### src/rtl/demux_pkg.sv
// Shared types and helpers for the bit demux collector.
// Optional flush support is selected with the DEMUX_FLUSH_EN macro in the top level.
package demux_pkg;

  // Two-state controller: gather bits, then hold the assembled word.
  typedef logic state_t;

  localparam state_t COLLECT = 1'b0;
  localparam state_t HOLD    = 1'b1;

  // Widest word the fill-mask helper can describe.
  localparam int unsigned MaxOutWidth = 64;

  // All-ones mask of the given width, right-aligned. Used to detect a fully populated word.
  function automatic logic [MaxOutWidth-1:0] fill_mask(input int unsigned width);
    logic [MaxOutWidth-1:0] m;
    m = '0;
    for (int unsigned i = 0; i < MaxOutWidth; i++) begin
      if (i < width) begin
        m[i] = 1'b1;
      end
    end
    return m;
  endfunction

endpackage

### src/rtl/sel_decoder.sv
// Slot index decoder: turns a binary slot index into a one-hot write enable
// and flags indices that point past the last slot.
module sel_decoder #(
  parameter int unsigned SEL_WIDTH = 2,
  parameter int unsigned OUT_WIDTH = 4
) (
  input  logic [SEL_WIDTH-1:0] in_sel,
  output logic [OUT_WIDTH-1:0] wr_en,
  output logic                 out_of_range
);

  // Zero-extend so the compare is unsigned and independent of SEL_WIDTH.
  logic [31:0] sel_ext;
  assign sel_ext = 32'(in_sel);

  // One-hot decode plus range flag; an out-of-range index enables no slot.
  always_comb begin
    wr_en        = '0;
    out_of_range = (sel_ext >= OUT_WIDTH);
    for (int unsigned i = 0; i < OUT_WIDTH; i++) begin
      wr_en[i] = (sel_ext == i);
    end
  end

endmodule

### src/rtl/bit_demux_collector.sv
// Bit demux collector: writes a stream of (bit, index) pairs into the slots of a
// word and presents the word on a valid/ready output once every slot is written.
// Define DEMUX_FLUSH_EN to add the flush input and out_mask output, which allow a
// partially filled word to be emitted early.
module bit_demux_collector
  import demux_pkg::*;
#(
  parameter int unsigned SEL_WIDTH = 2,
  parameter int unsigned OUT_WIDTH = 4
) (
  input  logic                 clk,
  input  logic                 rst_n,
  input  logic                 in_valid,
  output logic                 in_ready,
  input  logic                 in_bit,
  input  logic [SEL_WIDTH-1:0] in_sel,
  output logic                 out_valid,
  input  logic                 out_ready,
  output logic [OUT_WIDTH-1:0] out_data,
`ifdef DEMUX_FLUSH_EN
  input  logic                 flush,
  output logic [OUT_WIDTH-1:0] out_mask,
`endif
  output logic                 err_sel
);

  localparam logic [OUT_WIDTH-1:0] FullMask = OUT_WIDTH'(fill_mask(OUT_WIDTH));

  state_t                 state_q, state_d;
  logic [OUT_WIDTH-1:0]   data_q, data_d;
  logic [OUT_WIDTH-1:0]   filled_q, filled_d;
  logic                   err_q, err_d;

  logic [OUT_WIDTH-1:0]   wr_en;
  logic                   out_of_range;
  logic                   in_fire;
  logic                   out_fire;

  sel_decoder #(
    .SEL_WIDTH (SEL_WIDTH),
    .OUT_WIDTH (OUT_WIDTH)
  ) u_sel_decoder (
    .in_sel       (in_sel),
    .wr_en        (wr_en),
    .out_of_range (out_of_range)
  );

  // Handshakes and outputs derive straight from state so reset drops them at once.
  always_comb begin
    in_ready  = (state_q == COLLECT);
    out_valid = (state_q == HOLD);
    out_data  = data_q;
    err_sel   = err_q;
    in_fire   = in_valid & in_ready;
    out_fire  = out_valid & out_ready;
  end

`ifdef DEMUX_FLUSH_EN
  // filled_q is all-ones after a complete word and the partial fill after a flush.
  always_comb begin
    out_mask = filled_q;
  end
`endif

  // Next-state: merge accepted bits, detect completion or flush, clear on consume.
  always_comb begin
    state_d  = state_q;
    data_d   = data_q;
    filled_d = filled_q;
    err_d    = 1'b0;

    if (state_q == COLLECT) begin
      if (in_fire) begin
        if (out_of_range) begin
          err_d = 1'b1;
        end else begin
          data_d   = (data_q & ~wr_en) | (wr_en & {OUT_WIDTH{in_bit}});
          filled_d = filled_q | wr_en;
        end
      end
      if (filled_d == FullMask) begin
        state_d = HOLD;
      end
`ifdef DEMUX_FLUSH_EN
      // Flush sees the fill including any write accepted this same cycle.
      else if (flush && (filled_d != '0)) begin
        state_d = HOLD;
      end
`endif
    end else begin
      if (out_fire) begin
        data_d   = '0;
        filled_d = '0;
        state_d  = COLLECT;
      end
    end
  end

  // State registers with asynchronous active-low reset.
  always_ff @(posedge clk or negedge rst_n) begin
    if (!rst_n) begin
      state_q  <= COLLECT;
      data_q   <= '0;
      filled_q <= '0;
      err_q    <= 1'b0;
    end else begin
      state_q  <= state_d;
      data_q   <= data_d;
      filled_q <= filled_d;
      err_q    <= err_d;
    end
  end

endmodule

### config.mk
export PLATFORM = sky130hd
export DESIGN_NAME = bit_demux_collector
export DESIGN_NICKNAME = d
export VERILOG_FILES = /design/src/rtl/demux_pkg.sv /design/src/rtl/sel_decoder.sv /design/src/rtl/bit_demux_collector.sv
export SDC_FILE = /design/constraint.sdc
export NUM_CORES = 1
export LEC_CHECK = 0
export ABC_AREA = 1
export CAP_MARGIN = 20
export CORE_AREA = 2 2 39 41
export DETAILED_ROUTE_END_ITERATION = 8
export DIE_AREA = 0 0 41 43
export PLACE_DENSITY = 0.7
export REMOVE_ABC_BUFFERS = 1
export SYNTH_ARGS = -nofsm -noshare
export SYNTH_HDL_FRONTEND = slang
export SYNTH_SLANG_ARGS = --single-unit
export TNS_END_PERCENT = 100
### constraint.sdc
create_clock -name clk -period 1.2 [get_ports clk]
set_clock_uncertainty 0.1 [all_clocks]
set_input_delay 0.18 -clock clk [delete_from_list [all_inputs] [get_ports clk]]
set_output_delay 0.18 -clock clk [all_outputs]
set_load 0.01 [all_outputs]
======== Yosys cells after proc, flatten, opt, wreduce, memory -nomap -nowiden ========
Cells that the tools add are included.
storage, ports and cells
  memory bits (read-only) ................. 0
  output and inout bits ................... 7
  RAM bits ................................ 0
  bits in registers ....................... 10
  word-level logic and storage cells ...... 36
  memories ................................ 0
  latch bits .............................. 0
operators by class
  $add $sub $neg .......................... 0
  equal/unequal tests ..................... 6
  reduce and logical (&&, ||, !) cells .... 3
  shifts and indexed selects .............. 0
  multipliers ............................. 0
  bitwise operators ....................... 8
  $lt $le $gt $ge ......................... 1
  divide/modulo/power cells ............... 0
  multiplexer cells ....................... 14
operators by type and width
  cell                                                               number
  logical NOT 32 bit                                                 1
  two-way mux 4 bit                                                  8
  bitwise AND 4 bit                                                  2
  bitwise OR 4 bit                                                   2
  two-way mux 1 bit                                                  6
  equality test 2 bit, second input constant                         2
  equality test 4 bit, second input constant                         1
  NOT 4 bit                                                          1
  greater-or-equal comparator 2 x 3 -> 1 bit, second input constant  1
  AND reduction 3 bit                                                1
  bitwise AND 1 bit                                                  2
  equality test 2 x 1 -> 1 bit, second input constant                1
  inequality test 2 x 1 -> 1 bit, second input constant              1
  inequality test 2 bit, second input constant                       1
  nonzero test 2 bit                                                 1
  NOT 1 bit                                                          1

======== Depth between registers and ports, before layout ========
  depth in word-level cells ............... 8
  gate-level depth with buffers ........... 6

======== Modules after synthesis ========
From an unflattened synthesis, not the netlist that was laid out.
unflattened totals
  cell total of the unflattened synthesis .. 71
  area, all modules ....................... 531.8 um^2
modules (own cells, without submodules)
  module               cells an instance  sequential area each (um^2)  area an instance (um^2)  instances
  bit_demux_collector  62                 250.2                        494.2                    1
  sel_decoder          9                  0.0                          37.5                     1

======== Least setup slack after synthesis ========
OpenSTA, ideal clock, no wires.
  path type ............................... register to register
  start point ............................. register state_q (netlist: out_valid)
  end point ............................... register filled_q[0]
  data required time ...................... 1,026 ps
  path slack .............................. 111 ps
  cell stages (with the launch flop) ...... 4
  setup time .............................. 74 ps
  data arrival time ....................... 915 ps
  period minus slack after synthesis ...... 1,089 ps
  path through ............................ dfrtp_1 -> inv_2 -> or2_4 -> o21ai_2
between the ends
  word-level cells in the longest chain between the ends .. 5
  elaborated cells between the ends (all ways) .. 7
  classes of those cells .................. eq/ne (1); mux (3); bitwise (3)
ends and longest elaborated chain
  what                            RTL line                    source
  start: declaration              bit_demux_collector.sv:29   state_t state_q, state_d;
  start signal: assignment        bit_demux_collector.sv:107  state_q <= state_d;
  NOT 1 bit                       n/a
  named net in_ready              bit_demux_collector.sv:14   output logic in_ready,
  bitwise AND 1 bit               bit_demux_collector.sv:54   in_fire = in_valid & in_ready;
  two-way mux 4 bit               bit_demux_collector.sv:73   if (in_fire) begin
  two-way mux 4 bit (2 in a row)  bit_demux_collector.sv:72   if (state_q == COLLECT) begin
  end signal: assignment          bit_demux_collector.sv:109  filled_q <= filled_d;
  end: declaration                bit_demux_collector.sv:31   logic [OUT_WIDTH-1:0] filled_q, filled_d;
The timed path passes the listed nets, and every way through them passes these cells. The select of a mux whose other input is x is not followed.
A chain may end at the register's enable or synchronous reset.

======== Worst setup path in the final report ========
  start point ............................. register state_q (netlist: out_valid)
  end point ............................... output in_ready
between the ends
  word-level cells in the longest chain between the ends .. 1
ends and longest elaborated chain
  what              RTL line
  NOT 1 bit         n/a
  end: declaration  bit_demux_collector.sv:14
No other way between the ends.

==> out/metrics.yaml <==
status: "finished with violations"
violations: "negative setup slack"
setup_violations: 4
clock-sinks: 9
crit_required_ps: 920
start_util: 0.324
dp_hpwl_um: 688
die_h_um: 43
finalHoldViolations: 0
first_global_vias: 390
cp-start-kind: "register"
grt_max_degree: 10
fin_util: 0.467
design.die.area_um2: 1760
ff2ff_path_depth: 6
h-tree-depth: 1
drt_wl_total_um: 913
antenna_found_initial: 0
viasPerCell: 4.30
grt_usage: 0.141
drcViolationCount: 0
peakVddDrop_uv: 815
placed_area_um2: 596
place_congestion: 0.743
ys_warn_count: 0
crit_fanout: 3
finalInstanceArea_um2: 647
drive_above_1_share: 0.342
fillers: 137
drt_iter0_markers: 2
power_density_nw_per_um2: 2110
grt_remaining_overflow: 0
totalNegativeSetupSlack_ps: -119
antenna_cells: 0
clockRootBuffer: "clkbuf_4"
syn2layout_area_growth_pct: 44.4
cts_tree: "built"
rows: 14
syn_inst: 58
maxSlewViolCount: 0
setup.worst_path.end_class: "primary output"
dp.cells: 87
synth_cell_types: 13
grt_pass1_wl_um: 1570
clk_pin_slew_ps: 60
r2r_setup_slack_ps: -30
coreArea_um2: 1380
cts-root-to-sink-buffers: 2
crit_arrival_ps: 960
syn_area_um2: 448
p_leak_nw: 0.340
fin_nets: 84
fp.dieW_um: 41
avgSynthCellArea_um2: 7.72
drt_pass1_iterations: 4
max-cap-violations: 0
reg2reg_from: "out_valid$_DFF_PN0_"
cts_buffers: 3
r2r_end: "out_valid$_DFF_PN0_"
path_class: "reg -> out"
synth_seq_cells: 9
vias: 396
io_pins: 14
fin_cells: 92
final_antenna_net_count: 0
period_minus_slack_ps: 1240
io_buffer_count: 12
timing.final.ws_setup_ps: -37.9
max_freq_mhz: 808
clkLatencyLatePin_ps: 260
hold_path_class: "in -> async"
fin_crit_sh: 1.03
routedWlPerCell_um: 9.92
ys_seq_area_frac: 0.503
rsz0062_at_grt: "true"
==> through the flow <==
step / hold slack, ps / total power [mW] / setup WS, ps
after global placement: 366 / 1.12 / -154
after floorplan: -216 / 0.854 / 111
after detailed placement: 369 / 1.13 / -199
final: 118 / 1.36 / -37.9
after CTS: 131 / 1.34 / -42.8
after global routing: 144 / 1.50 / -94.2
==> worst max-delay path by stage <==
| stage | startpoint | endpoint | slack, ps |
|---|---|---|---|
| final | out_valid$_DFF_PN0_ | in_ready | -40 |
| after global routing | out_valid$_DFF_PN0_ | out_valid$_DFF_PN0_ | -90 |
| after CTS | out_valid$_DFF_PN0_ | out_valid | -40 |
| after detailed placement | in_sel[0] | out_valid$_DFF_PN0_ | -200 |
| after global placement | in_sel[0] | out_valid$_DFF_PN0_ | -150 |
| after floorplan | out_valid$_DFF_PN0_ | filled_q[0]$_DFFE_PN0P_ | 110 |
==> repair_timing <==
item / CTS / global route
setup endpoints to repair: 7 / 9
hold endpoints to repair: 0 / 0
buffers inserted: 0 / 1
gates resized for setup: 19 / 8
hold buffers: 0 / 0
pin swaps: 3 / 4
==> cell usage after synthesis (all sizes together) <==
cell type / count / area share
dfrtp: 9 / 0.50
inv: 8 / 0.067
nand3: 2 / 0.022
buf: 1 / 0.017
o21ai: 4 / 0.070
nand2: 22 / 0.18
conb: 1 / 0.0084
or2: 1 / 0.020
a21oi: 3 / 0.034
nor2: 7 / 0.075
==> where the power goes <==
| group | switching (mW) | internal [mW] |
|---|---|---|
| combinational | 0.334 | 0.289 |
| clock | 0.103 | 0.128 |
| sequential | 0.0630 | 0.447 |
==> cell type report <==
type	count	area (um^2)	share of cell area
inverter	8	30.0	0.0464
sequential	9	225	0.348
multi-input combinational	40	215	0.333
clock buffer	4	26.3	0.0406
timing repair buffer	15	130	0.201
tap	16	20.0	0.0309
==> routing by layer <==
| metal | GRT usage | part of all wire | wire length, um |
|---|---|---|---|
| met4 | 0.120 | 0.019 | 17 |
| met2 | 0.222 | 0.55 | 502 |
| met3 | 0.0314 | 0.027 | 25 |
| met5 | 0 | 0 | 0 |
| met1 | 0.146 | 0.40 | 368 |
==> cell usage in the layout (no fill, tap or decap) <==
cell type	n
nand2_1	12
nand2_2	10
dfrtp_1	9
inv_1	7
nor2_1	6
clkdlybuf4s50_1	6
a21oi_1	3
o21ai_2	3
clkbuf_4	3
clkdlybuf4s15_1	2
clkbuf_2	2
buf_4	2
inv_2	1
nor2_4	1
or2_4	1
o21ai_1	1
nand3_2	1
nand3_1	1
conb_1	1
clkbuf_1	1
dlygate4sd2_1	1
buf_2	1
buf_6	1
==> sequential cells by signal, summed over array words and instances, names as in the netlist <==
name / count
out_data: 4
out_valid: 1
filled_q: 4
==> critical path, stage by stage (launching register included) <==
cell     delay [ps]
dfrtp_1         400
buf_4           140
inv_2            40
buf_2           120
==> cell families after synthesis <==
family / count (synthesis) / synth area share
simple gates: 32 / 0.302
compound gates: 7 / 0.103
other cells: 1 / 0.00837
buf+inv: 9 / 0.0838
flops: 9 / 0.503
No activity file was read; power rests on OpenSTA's default activity.
